===== src/rtl/fpga_config_loader.sv =====
// Streams bitstream words into NUM_CHAINS parallel tile shift chains and
// pulses the chain set line once CHAIN_LEN shift cycles have been issued.
//
// state  | meaning
// IDLE   | waiting for start
// LOAD   | accepting words and shifting buffered beats into the chains
// SET    | one-cycle commit pulse on set_out
// DONE   | load committed; waiting for start
module fpga_config_loader #(
    parameter int NUM_CHAINS = 4,
    parameter int WORD_W     = 32,
    parameter int CHAIN_LEN  = 1024
) (
    input  logic                                 clk,
    input  logic                                 rst,
    input  logic                                 start,
    input  logic                                 abort,
    input  logic [WORD_W-1:0]                    cfg_data,
    input  logic                                 cfg_valid,
    output logic                                 cfg_ready,
    output logic [NUM_CHAINS-1:0]                shift_out,
    output logic                                 cen_out,
    output logic                                 set_out,
    output logic                                 busy,
    output logic                                 done,
    output logic [$clog2(CHAIN_LEN+1)-1:0]       shift_count
);
    localparam int BEATS  = WORD_W / NUM_CHAINS;
    localparam int CNT_W  = $clog2(CHAIN_LEN + 1);
    localparam int BEAT_W = (BEATS > 1) ? $clog2(BEATS) : 1;
    localparam logic [CNT_W-1:0]  LAST_CNT  = CNT_W'(CHAIN_LEN - 1);
    localparam logic [BEAT_W-1:0] LAST_BEAT = BEAT_W'(BEATS - 1);

    localparam logic [1:0] S_IDLE = 2'd0;
    localparam logic [1:0] S_LOAD = 2'd1;
    localparam logic [1:0] S_SET  = 2'd2;
    localparam logic [1:0] S_DONE = 2'd3;

    logic [1:0]            r_state;
    logic [WORD_W-1:0]     r_buf;
    logic [BEAT_W-1:0]     r_beat;
    logic                  r_full;
    logic [CNT_W-1:0]      r_cnt;

    logic                  w_load;
    logic                  w_shift;
    logic                  w_ready;
    logic                  w_xfer;
    logic [NUM_CHAINS-1:0] w_beat_bits;

    assign w_load  = (r_state == S_LOAD);
    assign w_shift = w_load && r_full;
    // A new word may land in the same cycle the last beat of the current one
    // shifts, except on the final shift of the load.
    assign w_ready = w_load && (!r_full || (r_beat == LAST_BEAT && r_cnt < LAST_CNT));
    assign w_xfer  = cfg_valid && w_ready;

    always_comb begin
        w_beat_bits = '0;
        for (int b = 0; b < BEATS; b++) begin
            if (r_beat == BEAT_W'(b)) begin
                w_beat_bits = r_buf[b*NUM_CHAINS +: NUM_CHAINS];
            end
        end
    end

    always_ff @(posedge clk) begin
        if (rst) begin
            r_state <= S_IDLE;
            r_buf   <= '0;
            r_beat  <= '0;
            r_full  <= 1'b0;
            r_cnt   <= '0;
        end else begin
            case (r_state)
                S_IDLE, S_DONE: begin
                    if (start) begin
                        r_state <= S_LOAD;
                        r_buf   <= '0;
                        r_beat  <= '0;
                        r_full  <= 1'b0;
                        r_cnt   <= '0;
                    end
                end
                S_LOAD: begin
                    if (abort) begin
                        r_state <= S_IDLE;
                        r_buf   <= '0;
                        r_beat  <= '0;
                        r_full  <= 1'b0;
                        r_cnt   <= '0;
                    end else begin
                        if (r_full) begin
                            r_cnt <= r_cnt + 1'b1;
                            if (r_cnt == LAST_CNT) begin
                                // Ragged tail: leftover beats are dropped.
                                r_state <= S_SET;
                                r_buf   <= '0;
                                r_beat  <= '0;
                                r_full  <= 1'b0;
                            end else if (r_beat == LAST_BEAT) begin
                                r_beat <= '0;
                                r_full <= 1'b0;
                            end else begin
                                r_beat <= r_beat + 1'b1;
                            end
                        end
                        if (w_xfer) begin
                            r_buf  <= cfg_data;
                            r_beat <= '0;
                            r_full <= 1'b1;
                        end
                    end
                end
                S_SET: begin
                    if (abort) begin
                        r_state <= S_IDLE;
                        r_buf   <= '0;
                        r_beat  <= '0;
                        r_full  <= 1'b0;
                        r_cnt   <= '0;
                    end else begin
                        r_state <= S_DONE;
                    end
                end
                default: r_state <= S_IDLE;
            endcase
        end
    end

    assign cfg_ready   = w_ready;
    assign cen_out     = w_shift;
    assign shift_out   = w_shift ? w_beat_bits : '0;
    assign set_out     = (r_state == S_SET);
    assign busy        = (r_state == S_LOAD) || (r_state == S_SET);
    assign done        = (r_state == S_DONE);
    assign shift_count = r_cnt;

endmodule


===== config.mk =====
export PLATFORM = sky130hd
export DESIGN_NAME = fpga_config_loader
export DESIGN_NICKNAME = d
export VERILOG_FILES = /design/src/rtl/fpga_config_loader.sv
export SDC_FILE = /design/constraint.sdc
export NUM_CORES = 1
export LEC_CHECK = 0
export CORE_MARGIN = 8
export CORE_UTILIZATION = 53
export CTS_BUF_LIST = sky130_fd_sc_hd__clkbuf_4
export DETAILED_ROUTE_END_ITERATION = 16
export PLACE_DENSITY = 0.9
export SYNTH_ARGS = -nofsm -noshare
export SYNTH_HDL_FRONTEND = slang
export SYNTH_SLANG_ARGS = --single-unit

===== constraint.sdc =====
create_clock -name clk -period 2.5 [get_ports clk]
set_clock_uncertainty 0.1 [all_clocks]
set_input_delay 0.25 -clock clk [delete_from_list [all_inputs] [get_ports clk]]
set_output_delay 0.25 -clock clk [all_outputs]
set_load 0.02 [all_outputs]

==> flow_summary.rst <==
.. list-table::
   :header-rows: 1

   * - Metric
     - Value
   * - Endpoint of the most critical register-to-register path
     - r_beat[2]
   * - Reg-to-reg setup timing slack
     - 0.1 ns
   * - Routability congestion estimate
     - a little over 1
   * - CTS tree
     - yes
   * - Share of the clock period used by the worst path
     - between 90% and 100%
   * - Status
     - finished clean
   * - GR Util All Layers
     - 21.33%
   * - Count of distinct cell types in the synthesized netlist
     - 41
   * - Gate Count Post-Synth
     - 336
   * - Required time of the critical path
     - around 2.2 ns
   * - Number of antenna violations at the first check in global routing
     - 0
   * - Num rows
     - 26
   * - Arrival time worst endpoint
     - about 2.1 ns
   * - Maximum number of pins on one net before global-route repair
     - 40
   * - Number of diodes added for antenna fixing
     - 0
   * - Die Area
     - between 0.007 and 0.008 mm2
   * - Simple logic cell fraction of the synthesized area
     - between 20% and 30%
   * - Share of the synthesized area in the top cell type
     - 36.50%
   * - Starting Density
     - between 50% and 60%
   * - Root buffer cell
     - sky130_fd_sc_hd__clkbuf_4
   * - Die outline width
     - around 87 um
   * - Path type of the worst setup path
     - register to output pin
   * - Xor-xnor portion of the synthesized cell area
     - around 2.9%
   * - Detail-routed net length per standard cell
     - ~17 um
   * - Final number of hold-violating endpoints
     - 0
   * - Clock latency reported for the late side of the worst-skew pair
     - between 0.3 and 0.4 ns
   * - First-pass iteration count of the detailed router
     - 5
   * - Crit-path max FO
     - 6
   * - Worst setup startpoint
     - r_beat[1]
   * - Cell area reported after detailed placement
     - between 0.003 and 0.004 mm2
   * - Post-synthesis compound-gate area fraction
     - between 20 and 30%
   * - Number of vias in the routed layout
     - between 2000 and 3000
   * - Sum of net half-perimeters after detailed placement
     - 5608 um
   * - Commonest cells after routing, fill and taps aside
     - sky130_fd_sc_hd__clkdlybuf4s50_1, sky130_fd_sc_hd__a21oi_1, sky130_fd_sc_hd__dfxtp_1
   * - DRT Wirelength
     - 7926 um
   * - Number of remaining DRC errors
     - 0
   * - Critical Path End
     - shift_out[0]
   * - Maximum number of buffers from clock root to sink
     - 2
   * - Top-level I/O count
     - 57
   * - Cell accounting for the most synthesized area
     - sky130_fd_sc_hd__dfxtp_1
   * - Layout overhead on the synthesized area
     - 29.98%
   * - Power per cell area
     - approximately 460 mW/mm2
   * - Total congestion overflow after global routing
     - 0
   * - Wire length of the first global-routing pass
     - 13130 um
   * - I/O Buffers
     - 56
   * - Share of synthesized cell area in full adder, half adder and majority cells
     - around 4.7%
   * - Maximum VDD drop
     - between 300 and 400 uV
   * - Final antenna-violating net count
     - 0
   * - Achievable clock frequency
     - 416.2 MHz
   * - Nets in the synthesized netlist
     - roughly 380
   * - Die height
     - ~87 um
   * - Total of flip-flops plus latches after synthesis
     - about 50
   * - Class of the tightest hold or removal check
     - input pin to register
   * - Final Instance Area
     - 0.003493 mm2
   * - Area inside the core boundary
     - ~0.0050 mm2
   * - R2R depth
     - 7
   * - Violation count after the first detailed-route iteration
     - roughly 170
   * - Max Cap Violations
     - 0
   * - Multiplexer fraction of the synthesized cell area
     - less than 1%
   * - Critical register-to-register path startpoint
     - r_state[0]
   * - Static leakage power
     - between 0.001 and 0.0015 uW
   * - Share of cells above drive strength 1
     - around 14%
   * - Setup total negative slack
     - 0 ns
   * - Clock sink count
     - between 40 and 50
   * - Number of inserted filler cells in the final layout
     - between 400 and 500
   * - Number of global-route vias before repair
     - around 2800
   * - Warning count from the yosys run
     - 0
   * - Launching element type of the critical path
     - register
   * - Mean number of vias per cell
     - 6.148
   * - Dominant cells by area after synthesis
     - sky130_fd_sc_hd__dfxtp_1, sky130_fd_sc_hd__o211ai_1, sky130_fd_sc_hd__a21oi_1, sky130_fd_sc_hd__nand3_1, sky130_fd_sc_hd__ha_1
   * - Number of slew-limit violations in the final report
     - 0
   * - Count of hold-fix buffers inserted at cts
     - 0
   * - Clock input transition at the sequential cells of the worst setup and hold paths
     - 0.14 ns
   * - Transition at the pin with the smallest max-transition slack
     - 0.6506 ns
   * - Depth of the CTS H-tree
     - 2
   * - Dominant combinational cell family by area after synthesis
     - compound AO/OA/AOI/OAI gates
   * - Synthesized area divided by synthesized cell count
     - 7.999 um2
   * - Headroom to the max-slew limit
     - 56.33%
   * - Final layout net count
     - approximately 440
   * - Kind of capture point of the worst setup path
     - output pin
   * - Minimum period implied by the final worst setup slack
     - ~2.4 ns
   * - Most frequent standard cell in the layout excluding fill and tap cells
     - sky130_fd_sc_hd__clkdlybuf4s50_1
   * - Number of buffers added by the clock tree synthesis step
     - 5
   * - Post-synthesis instance area
     - about 0.0027 mm2
   * - Sequential element share of the synthesized area
     - around 36%
   * - Total setup violations reported at the end of the flow
     - 0
-- power breakdown --
group          internal (uW)  total, uW  switching (uW)  leakage, uW
clock                    102        350             248    0.0000300
sequential               798        812            14.3     0.000397
combinational            167        439             271     0.000738
-- area by class of cell --
cell class,count,area [um2],share of cell area (%)
multi-input combinational,249,1613,46.17
sequential,49,988.4,28.30
timing repair buffer,80,716.9,20.52
tap,70,87.58,2.507
clock buffer,5,37.54,1.074
inverter,10,37.54,1.074
clock inverter,3,12.51,0.3582
-- worst max-delay path, stage by stage, from the launching register on --
cell and delay, ns:
sky130_fd_sc_hd__dfxtp_4 0.40, sky130_fd_sc_hd__inv_2 0.06, sky130_fd_sc_hd__ha_4 0.17, sky130_fd_sc_hd__buf_2 0.14, sky130_fd_sc_hd__o21ai_1 0.36, sky130_fd_sc_hd__a221oi_2 0.12
sky130_fd_sc_hd__nor3_1 0.21, sky130_fd_sc_hd__buf_2 0.20
-- worst min path at each step --
stage | startpoint | end | slack, ns | cells after the start
3_3_place_gp | r_buf[24] | r_buf[24] | 0.35 | 2
4_1_cts | cfg_data[12] | r_buf[12] | 0.36 | 3
2_1_floorplan | cfg_data[10] | r_buf[10] | 0.32 | 2
5_1_grt | cfg_data[28] | r_buf[28] | 0.36 | 3
6_report | cfg_data[27] | r_buf[27] | 0.36 | 3
3_5_place_dp | r_buf[24] | r_buf[24] | 0.36 | 2
-- flip-flops by register name (all words and copies together) (netlist names) --
signal,count
r_beat,3
r_full,1
r_state,2
shift_count,11
r_buf,32
-- logic make-up (layout without fill, tap and decap cells) --
logic type                 Yosys count  count (layout)
AOI/OAI and AO/OA                  113             113
xor gates and xnor gates             9               9
adders and majority gates           10              10
buffers and inverters               38              98
DFF                                 49              49
muxes                                1               1
and+or+nand+nor                    116             116
-- per-stage QoR --
stage               hold slack [ns]  instances  power (uW)  utilization, %  worst slack (ns)
CTS                          0.3571        465        1586           68.86           0.02290
global route                 0.3642        466        1680           69.73          -0.04506
global placement             0.3509        457        1237           67.58           0.03258
finish                       0.3593        466        1601           69.73           0.09714
detailed placement           0.3574        457        1250           67.58          -0.09669
floorplan                    0.3224        336        1085               -            0.3500
-- cells in the mapped netlist --
master,n
sky130_fd_sc_hd__a2111oi_0,1
sky130_fd_sc_hd__a2111oi_1,1
sky130_fd_sc_hd__a211oi_1,2
sky130_fd_sc_hd__a21oi_1,48
sky130_fd_sc_hd__a221oi_1,4
sky130_fd_sc_hd__a22oi_1,1
sky130_fd_sc_hd__a32o_1,4
sky130_fd_sc_hd__and2_1,1
sky130_fd_sc_hd__and4_1,1
sky130_fd_sc_hd__buf_1,1
sky130_fd_sc_hd__buf_2,11
sky130_fd_sc_hd__buf_4,3
sky130_fd_sc_hd__clkbuf_1,13
sky130_fd_sc_hd__dfxtp_1,49
sky130_fd_sc_hd__ha_1,10
sky130_fd_sc_hd__inv_1,10
sky130_fd_sc_hd__mux2i_1,1
sky130_fd_sc_hd__nand2_1,16
sky130_fd_sc_hd__nand2b_1,8
sky130_fd_sc_hd__nand3_1,41
sky130_fd_sc_hd__nand4_1,2
sky130_fd_sc_hd__nand4_2,1
sky130_fd_sc_hd__nand4b_1,1
sky130_fd_sc_hd__nor2_1,24
sky130_fd_sc_hd__nor2b_1,5
sky130_fd_sc_hd__nor3_1,7
sky130_fd_sc_hd__nor4_1,7
sky130_fd_sc_hd__nor4_4,1
sky130_fd_sc_hd__o211a_1,1
sky130_fd_sc_hd__o211ai_1,33
sky130_fd_sc_hd__o21ai_0,11
sky130_fd_sc_hd__o21ai_1,1
sky130_fd_sc_hd__o21ba_2,1
sky130_fd_sc_hd__o21bai_1,1
sky130_fd_sc_hd__o311a_1,1
sky130_fd_sc_hd__o311ai_0,1
sky130_fd_sc_hd__o31ai_1,1
sky130_fd_sc_hd__o41a_1,1
sky130_fd_sc_hd__or4b_1,1
sky130_fd_sc_hd__xnor2_1,7
sky130_fd_sc_hd__xor2_1,2
-- what timing repair did --
item,in CTS,in global routing
setup endpoints to repair,5,37
buffers inserted,0,1
pin swaps,0,2
resized for setup,31,15
-- routing by layer --
layer  wire (um)  track usage (%)  vias up
li1            -                -     1360
met5           0                0        -
met1        3255            25.28     1356
met4         193            8.281        0
met3         524            5.189       19
met2        3953            36.02      130
Note: power is estimated with default switching activity, not from simulation.
